--- config.mk ---
export PLATFORM = sky130hd
export DESIGN_NAME = fcn_axil_host
export DESIGN_NICKNAME = d
export VERILOG_FILES = /design/src/rtl/fcn_axil_host.sv
export SDC_FILE = /design/constraint.sdc
export NUM_CORES = 2
export LEC_CHECK = 0
export ABC_AREA = 1
export BUFFER_PORTS_ARGS = -buffer_cell sky130_fd_sc_hd__buf_2
export CORE_MARGIN = 5
export CORE_UTILIZATION = 50
export CTS_BUF_LIST = sky130_fd_sc_hd__clkbuf_16
export CTS_CLUSTER_SIZE = 20
export DETAILED_ROUTE_END_ITERATION = 8
export MAX_ROUTING_LAYER = met4
export PLACE_DENSITY = 0.74
export SYNTH_ARGS = -nofsm -noshare
export SYNTH_HDL_FRONTEND = slang
export SYNTH_SLANG_ARGS = --single-unit
--- constraint.sdc ---
create_clock -name clk -period 3.7 [get_ports clk]
set_input_delay 0.185 -clock clk [delete_from_list [all_inputs] [get_ports clk]]
set_output_delay 0.185 -clock clk [all_outputs]
set_load 0.01 [all_outputs]
--- src/rtl/fcn_axil_host.sv ---
`default_nettype none
// ============================================================================
// Module   : fcn_axil_host
// Desc     : AXI4-Lite register front end for the FCN inference core.
//            Holds the binary image, launches the core with a one-cycle
//            start pulse, captures the result class and counts the cycles
//            the inference took.
// Revision : 1.0 - initial release
// ============================================================================
module fcn_axil_host #(
  parameter int DATA_W   = 32,
  parameter int ADDR_W   = 8,
  parameter int IMG_BITS = 784
) (
  input  logic                clk,
  input  logic                rst_n,
  input  logic [ADDR_W-1:0]   s_awaddr,
  input  logic                s_awvalid,
  output logic                s_awready,
  input  logic [DATA_W-1:0]   s_wdata,
  input  logic [DATA_W/8-1:0] s_wstrb,
  input  logic                s_wvalid,
  output logic                s_wready,
  output logic [1:0]          s_bresp,
  output logic                s_bvalid,
  input  logic                s_bready,
  input  logic [ADDR_W-1:0]   s_araddr,
  input  logic                s_arvalid,
  output logic                s_arready,
  output logic [DATA_W-1:0]   s_rdata,
  output logic [1:0]          s_rresp,
  output logic                s_rvalid,
  input  logic                s_rready,
  output logic [IMG_BITS-1:0] fcn_image,
  output logic                fcn_start,
  input  logic [3:0]          fcn_class,
  input  logic                fcn_done,
  output logic                irq
);

  // Image geometry: words needed to hold the image, index width for them.
  // IMG_BITS is assumed to be a multiple of 8 so whole bytes map cleanly.
  localparam int c_NUM_WORDS = (IMG_BITS + DATA_W - 1) / DATA_W;
  localparam int c_K_W       = $clog2(c_NUM_WORDS);
  localparam int c_IDX_W     = ADDR_W - 2;

  // Word index decode of the register map
  localparam logic [c_IDX_W-1:0] c_IDX_CTRL   = c_IDX_W'(0);
  localparam logic [c_IDX_W-1:0] c_IDX_STATUS = c_IDX_W'(1);
  localparam logic [c_IDX_W-1:0] c_IDX_RESULT = c_IDX_W'(2);
  localparam logic [c_IDX_W-1:0] c_IDX_CYCLES = c_IDX_W'(3);
  localparam logic [c_IDX_W-1:0] c_IDX_IMG0   = c_IDX_W'(4);
  localparam logic [c_IDX_W-1:0] c_IDX_IMGN   = c_IDX_W'(4 + c_NUM_WORDS - 1);

  localparam logic [1:0] c_RESP_OKAY   = 2'b00;
  localparam logic [1:0] c_RESP_SLVERR = 2'b10;

  typedef enum logic [1:0] {
    ST_IDLE = 2'd0,
    ST_ARM  = 2'd1,
    ST_RUN  = 2'd2
  } state_t;

  state_t r_state;
  state_t w_state_nxt;

  // Register file
  logic [DATA_W-1:0]   r_img [c_NUM_WORDS];
  logic                r_ie;
  logic                r_done;
  logic [3:0]          r_result;
  logic [DATA_W-1:0]   r_cycles;
  logic                r_fcn_start;
  logic [IMG_BITS-1:0] r_fcn_image;
  logic [IMG_BITS-1:0] w_image_flat;

  // AXI channel registers
  logic                r_awready;
  logic                r_bvalid;
  logic [1:0]          r_bresp;
  logic                r_arready;
  logic                r_rvalid;
  logic [1:0]          r_rresp;
  logic [DATA_W-1:0]   r_rdata;

  // Decode / control wires
  logic                w_busy;
  logic                w_wr_fire;
  logic                w_rd_fire;
  logic                w_wr_pending;
  logic [c_IDX_W-1:0]  w_wr_idx;
  logic [c_IDX_W-1:0]  w_rd_idx;
  logic [c_K_W-1:0]    w_wr_k;
  logic [c_K_W-1:0]    w_rd_k;
  logic                w_wr_ctrl;
  logic                w_wr_status;
  logic                w_wr_img;
  logic                w_wr_mapped;
  logic                w_start_bit;
  logic                w_start_req;
  logic                w_img_wr;
  logic                w_ie_wr;
  logic                w_w1c;
  logic [1:0]          w_wr_resp;
  logic [DATA_W-1:0]   w_rd_data;
  logic [1:0]          w_rd_resp;
  logic                w_cyc_inc;
  logic                w_done_set;
  logic                w_unused;

  // The two low address bits are byte offsets inside a word and carry no meaning
  assign w_unused = ^{s_awaddr[1:0], s_araddr[1:0]};

  assign w_busy       = (r_state != ST_IDLE);
  assign w_wr_fire    = r_awready & s_awvalid & s_wvalid;
  assign w_rd_fire    = r_arready & s_arvalid;
  assign w_wr_pending = s_awvalid & s_wvalid & ~r_bvalid;

  // Write decode: start or image writes are refused while an inference runs,
  // but the ie bit of a refused CTRL beat is still applied.
  assign w_wr_idx    = s_awaddr[ADDR_W-1:2];
  assign w_wr_k      = c_K_W'(w_wr_idx - c_IDX_IMG0);
  assign w_wr_ctrl   = (w_wr_idx == c_IDX_CTRL);
  assign w_wr_status = (w_wr_idx == c_IDX_STATUS);
  assign w_wr_img    = (w_wr_idx >= c_IDX_IMG0) && (w_wr_idx <= c_IDX_IMGN);
  assign w_wr_mapped = (w_wr_idx <= c_IDX_CYCLES) || w_wr_img;
  assign w_start_bit = s_wstrb[0] & s_wdata[0];
  assign w_start_req = w_wr_fire & w_wr_ctrl & w_start_bit & ~w_busy;
  assign w_img_wr    = w_wr_fire & w_wr_img & ~w_busy;
  assign w_ie_wr     = w_wr_fire & w_wr_ctrl & s_wstrb[0];
  assign w_w1c       = w_wr_fire & w_wr_status & s_wstrb[0] & s_wdata[1];
  assign w_wr_resp   = (!w_wr_mapped || (w_busy && (w_wr_img || (w_wr_ctrl && w_start_bit))))
                       ? c_RESP_SLVERR : c_RESP_OKAY;

  assign w_rd_idx = s_araddr[ADDR_W-1:2];
  assign w_rd_k   = c_K_W'(w_rd_idx - c_IDX_IMG0);

  // Read data mux; unmapped addresses return zero with SLVERR
  always_comb begin
    w_rd_data = '0;
    w_rd_resp = c_RESP_OKAY;
    if (w_rd_idx == c_IDX_CTRL) begin
      w_rd_data = {{(DATA_W-2){1'b0}}, r_ie, 1'b0};
    end else if (w_rd_idx == c_IDX_STATUS) begin
      w_rd_data = {{(DATA_W-2){1'b0}}, r_done, w_busy};
    end else if (w_rd_idx == c_IDX_RESULT) begin
      w_rd_data = {{(DATA_W-4){1'b0}}, r_result};
    end else if (w_rd_idx == c_IDX_CYCLES) begin
      w_rd_data = r_cycles;
    end else if ((w_rd_idx >= c_IDX_IMG0) && (w_rd_idx <= c_IDX_IMGN)) begin
      for (int k = 0; k < c_NUM_WORDS; k++) begin
        if (w_rd_k == c_K_W'(k)) w_rd_data = r_img[k];
      end
    end else begin
      w_rd_resp = c_RESP_SLVERR;
    end
  end

  // Pixel p of the image (word p/32, bit p%32) drives bus bit IMG_BITS-1-p
  for (genvar p = 0; p < IMG_BITS; p++) begin : g_pix
    assign w_image_flat[IMG_BITS-1-p] = r_img[p / DATA_W][p % DATA_W];
  end

  // FSM state register
  always_ff @(posedge clk or negedge rst_n) begin
    if (!rst_n) r_state <= ST_IDLE;
    else        r_state <= w_state_nxt;
  end

  // FSM next state, cycle-count enable and completion detect
  always_comb begin
    w_state_nxt = r_state;
    w_cyc_inc   = 1'b0;
    w_done_set  = 1'b0;
    case (r_state)
      ST_IDLE: begin
        if (w_start_req) w_state_nxt = ST_ARM;
      end
      ST_ARM: begin
        // The core still shows the previous done until it takes the start
        w_cyc_inc = 1'b1;
        if (!fcn_done) w_state_nxt = ST_RUN;
      end
      ST_RUN: begin
        if (fcn_done) begin
          w_done_set  = 1'b1;
          w_state_nxt = ST_IDLE;
        end else begin
          w_cyc_inc = 1'b1;
        end
      end
      default: w_state_nxt = ST_IDLE;
    endcase
  end

  // Image storage; bytes past the end of the image are never written and read 0
  always_ff @(posedge clk or negedge rst_n) begin
    if (!rst_n) begin
      for (int k = 0; k < c_NUM_WORDS; k++) r_img[k] <= '0;
    end else if (w_img_wr) begin
      for (int k = 0; k < c_NUM_WORDS; k++) begin
        if (w_wr_k == c_K_W'(k)) begin
          for (int b = 0; b < DATA_W/8; b++) begin
            if (s_wstrb[b] && ((DATA_W*k + 8*b) < IMG_BITS))
              r_img[k][8*b +: 8] <= s_wdata[8*b +: 8];
          end
        end
      end
    end
  end

  // Control/status registers, result latch, saturating cycle counter, start pulse
  always_ff @(posedge clk or negedge rst_n) begin
    if (!rst_n) begin
      r_ie        <= 1'b0;
      r_done      <= 1'b0;
      r_result    <= '0;
      r_cycles    <= '0;
      r_fcn_start <= 1'b0;
    end else begin
      r_fcn_start <= w_start_req;
      if (w_ie_wr) r_ie <= s_wdata[1];
      // A completion in the same cycle as a W1C leaves done set
      if (w_done_set)                r_done <= 1'b1;
      else if (w_start_req || w_w1c) r_done <= 1'b0;
      if (w_done_set) r_result <= fcn_class;
      if (w_start_req)                      r_cycles <= '0;
      else if (w_cyc_inc && (r_cycles != '1)) r_cycles <= r_cycles + 1'b1;
    end
  end

  // Image bus follows the registers while idle and is frozen during an inference
  always_ff @(posedge clk or negedge rst_n) begin
    if (!rst_n)       r_fcn_image <= '0;
    else if (!w_busy) r_fcn_image <= w_image_flat;
  end

  // Write channel: one-cycle ready once AW and W are both valid, response held until bready
  always_ff @(posedge clk or negedge rst_n) begin
    if (!rst_n) begin
      r_awready <= 1'b0;
      r_bvalid  <= 1'b0;
      r_bresp   <= c_RESP_OKAY;
    end else begin
      r_awready <= ~r_awready & w_wr_pending;
      if (w_wr_fire) begin
        r_bvalid <= 1'b1;
        r_bresp  <= w_wr_resp;
      end else if (s_bready) begin
        r_bvalid <= 1'b0;
      end
    end
  end

  // Read channel: a waiting write always goes first
  always_ff @(posedge clk or negedge rst_n) begin
    if (!rst_n) begin
      r_arready <= 1'b0;
      r_rvalid  <= 1'b0;
      r_rresp   <= c_RESP_OKAY;
      r_rdata   <= '0;
    end else begin
      r_arready <= ~r_arready & ~r_rvalid & s_arvalid & ~w_wr_pending & ~r_awready;
      if (w_rd_fire) begin
        r_rvalid <= 1'b1;
        r_rdata  <= w_rd_data;
        r_rresp  <= w_rd_resp;
      end else if (s_rready) begin
        r_rvalid <= 1'b0;
      end
    end
  end

  assign s_awready = r_awready;
  assign s_wready  = r_awready;
  assign s_bvalid  = r_bvalid;
  assign s_bresp   = r_bresp;
  assign s_arready = r_arready;
  assign s_rvalid  = r_rvalid;
  assign s_rresp   = r_rresp;
  assign s_rdata   = r_rdata;
  assign fcn_image = r_fcn_image;
  assign fcn_start = r_fcn_start;
  assign irq       = r_done & r_ie;

endmodule
`default_nettype wire

==> key figures <==
STA
  – Tightest Pin Transition: ~1400 ps
  – Setup TNS Final: 0 ps
  – Tmin final: 3530 ps
  – Slew headroom: 4.49%
  – Final Setup Violations: 0
  – Final Hold Fails: 12
  – Max-slew violations: 0
  – Worst hold margin: -80.7 ps
  – Tcrit/Tclk final: between 90% and 100%
  – Fmax: about 0.28 GHz
  – Worst Clk Skew: 35.8 ps
  – RSZ-0062 raised after global routing: false

Cells and area
  – Commonest cells after routing, fill and taps aside: nand2_1 (3481), dfrtp_1 (1647), o21ai_0 (1130), buf_2 (883), inv_1 (464)
  – Layout Nets: around 9000
  – Sequential cell area: 41200 um2
  – Final Non-Filler Cells: 10600
  – Commonest non-fill, non-tap cell in the layout: nand2_1
  – Fillcell total: 12000
  – Area of the multi-input gates: approximately 23000 um2
  – Syn-to-layout area delta: 18.2%
  – Ratio of cells with drive above 1 in the final layout: between 10% and 20%

Clocking
  – Post-CTS setup buffer count: 0
  – CTS tree: done
  – Clk Latency, worst-skew pair: ~840 ps
  – Root Buffer: clkbuf_16
  – CTS HTree Levels: 4
  – TritonCTS Buffers: 170
  – Clk sinks: 1647
  – Reg clk slew, reported paths: 60 ps
  – Clock buffer depth: 3

Detailed routing
  – Routed length per instance: 27.4 um
  – Number of remaining DRC errors: 0
  – Drt total wl: 291 mm
  – Iter 0 DRT Violations: 9022
  – 1st-pass router iterations: 6
  – Total number of vias: between 60000 and 70000
  – Post-route ant nets: 0
  – Vias per inst: ~5.8

Run status
  – Outcome: complete, but fails checks
  – Failing checks: hold timing

Floorplan
  – Number of I/O pins: 891
  – Die Footprint: ~140000 um2
  – Placeable core area: 133000 um2
  – Initial cell density of the core: 50.3%
  – Row count: between 100 and 150
  – Die X: 377 um
  – Die Ht: 377 um

Critical path
  – Reg-to-reg endpoint: s_rdata[21]
  – CP endpoint kind: register
  – Critical path fanouts, max: 2
  – Crit path DAT: 4220 ps
  – Critical path class: reg2reg
  – Reg-to-reg startpoint: r_img[757]
  – CP Data Required Time: 4400 ps
  – Reg2Reg Depth: 18
  – CP Launch Type: register
  – Worst reg-to-reg setup slack: 170 ps

Place
  – Placed Instances: 10300
  – Post-DP HPWL: ~210 mm
  – Port bufs: ~900
  – GPL Wtd Cong: roughly 1

Logic synthesis
  – Main synth FF type: dfrtp_1
  – Post-synth EDFFs: 0
  – Synth Register Bits: 1647
  – Asr flop ratio synth: 100%
  – Syn avg cell area: 8.53 um2
  – Post-synthesis instance area: 67200 um2
  – Post-Synthesis Cells: 7879
  – Post-synth top area cell: dfrtp_1
  – Seq/Total Area, Yosys: 61.3%
  – Largest cells by area after synthesis: dfrtp_1 (61%), nand2_1 (19%), o21ai_0 (8.4%), inv_1 (2.4%), clkbuf_1 (2.2%)
  – Synth Warn #: 16
  – Post-synthesis cell type count: 45
  – Synth top area share: 61.3%

Global routing
  – Number of global-route vias before repair: 57300
  – Antenna violations before repair: 33
  – First-pass GRT wire length: 411 mm
  – Total grt overflow: 0
  – Met1 Use GR: 54.3%
  – Met3 GRT Util: between 10% and 20%
  – Gr busiest metal: met2
  – Met2 Usage GRT: 59.9%
  – Pin count of the biggest net entering global routing: roughly 240
  – Gr usage total: 41.3%

Power and ir drop
  – Reg power frac: 45.7%
  – P_leak: 41.4 nW
  – Pwr dens: 514 nW/um2
  – Max VDD drop: 0.000757 V
  – Sw Ratio: 30.2%
  – Int Pwr: 28.5 mW
  – Clock network power share: 40.9%
  – Combinational Power Share: 13.5%
  – Psw: 12.3 mW

Flow run
  – Maxcap violations: 0

Min path
  – Hold crit path type: in2async
state kept, by name (all words and copies together), names as in the netlist:
signal	cells
s_rvalid	1
r_img	784
r_state	2
s_bvalid	1
s_bresp	1
fcn_image	784
r_done	1
s_rresp	1
s_rdata	32
r_result	4
r_ie	1
s_arready	1
s_awready	1
fcn_start	1
r_cycles	32
metal layers:
metal	wire length [um]	vias to the layer above
li1	-	26600
met1	110000	30200
met2	129000	4139
met3	33800	759
met4	18100	0
met5	0	-
critical path, stage by stage (launching register included):
cell     delay (ps)
dfrtp_1         380
inv_1           200
o22ai_1         120
nor2_1          160
nand4_1         280
o21ai_1         220
nand4_1         180
a21oi_1         210
nand3_1         200
nor2_1          220
nand4_1         240
nor2_1          340
nand3_1         200
nand2_1         120
nand3_1          90
nand2_1          80
nand2_1          50
nand2_1          70
nand2_1          60
through the flow:
stage | worst slack, ps | area, um2 | hold slack (ps) | total power, mW | utilization, %
detailed placement | 129 | 73700 | 244 | 24.3 | 55.2
global placement | 156 | 73700 | 236 | 24.3 | 55.2
CTS | 367 | 79400 | 4.38 | 40.7 | 59.5
floorplan | 1380 | 67200 | -111 | 22.3 | -
global route | 139 | 79400 | 5.13 | 42.0 | 59.5
finish | 172 | 79400 | -80.7 | 40.8 | 59.5
how the worst max path moves through the flow:
| stage | startpoint | end | slack (ps) | cells past startpoint |
|---|---|---|---|---|
| 5_1_grt | r_img[737] | s_rdata[1] | 140 | 20 |
| 2_1_floorplan | r_cycles[0] | r_cycles[30] | 1380 | 17 |
| 4_1_cts | r_img[757] | s_rdata[21] | 370 | 18 |
| 3_5_place_dp | s_araddr[3] | s_rdata[10] | 130 | 23 |
| 3_3_place_gp | s_araddr[4] | s_rdata[11] | 160 | 21 |
| 6_report | r_img[757] | s_rdata[21] | 170 | 18 |
layout make-up:
class	instances	area share [%]
antenna	28	0.0882
clock buffer	174	5.48
clock inverter	125	1.18
inverter	446	2.12
multi-input combinational	5356	28.5
sequential	1647	51.9
tap	1768	2.78
timing repair buffer	1072	7.95
synth_stat cells (2+ instances only):
| cell type | count |
|---|---|
| a211oi_1 | 4 |
| a21oi_1 | 130 |
| a221oi_1 | 2 |
| a22oi_1 | 2 |
| a31oi_1 | 4 |
| buf_1 | 2 |
| buf_2 | 24 |
| buf_4 | 9 |
| buf_6 | 4 |
| clkbuf_1 | 392 |
| clkinv_1 | 3 |
| dfrtp_1 | 1647 |
| ha_1 | 4 |
| inv_1 | 423 |
| inv_2 | 19 |
| mux2_2 | 4 |
| nand2_1 | 3481 |
| nand2_2 | 7 |
| nand3_1 | 62 |
| nand3_2 | 2 |
| nand3_4 | 2 |
| nand3b_1 | 7 |
| nand4_1 | 124 |
| nor2_1 | 284 |
| nor2_2 | 9 |
| nor2_4 | 10 |
| nor3_1 | 28 |
| nor3_2 | 2 |
| nor4_1 | 3 |
| o211ai_1 | 9 |
| o21ai_0 | 1130 |
| o21ai_1 | 19 |
| o22ai_1 | 13 |
| o31ai_1 | 2 |
| xor2_1 | 2 |
power groups by stage:
stage / clock network (mW) / logic [mW] / registers, mW
5_1_grt: 17.4 / 5.89 / 18.7
6_report: 16.7 / 5.49 / 18.6
2_1_floorplan: 0 / 3.33 / 18.9
3_3_place_gp: 0 / 5.31 / 19.0
3_5_place_dp: 0 / 5.34 / 19.0
4_1_cts: 16.7 / 5.39 / 18.6
kinds of logic (layout without fill, tap and decap cells):
| logic type | count (synthesis) | in the layout | synth area share [%] |
|---|---|---|---|
| xor gates and xnor gates | 3 | 3 | 0.0391 |
| other | 1 | 30 | 0.00558 |
| buffers and inverters | 877 | 1817 | 5.04 |
| AOI/OAI and AO/OA | 1319 | 1319 | 9.96 |
| muxes | 4 | 4 | 0.0670 |
| DFF | 1647 | 1647 | 61.3 |
| adders and majority gates | 4 | 4 | 0.0745 |
| and+or+nand+nor | 4024 | 4024 | 23.5 |
what timing repair did:
action	CTS	global route
endpoints found under the hold margin	361	0
hold buffers	35	0
resized for setup	0	0
Power figures use the tool's default switching activity.
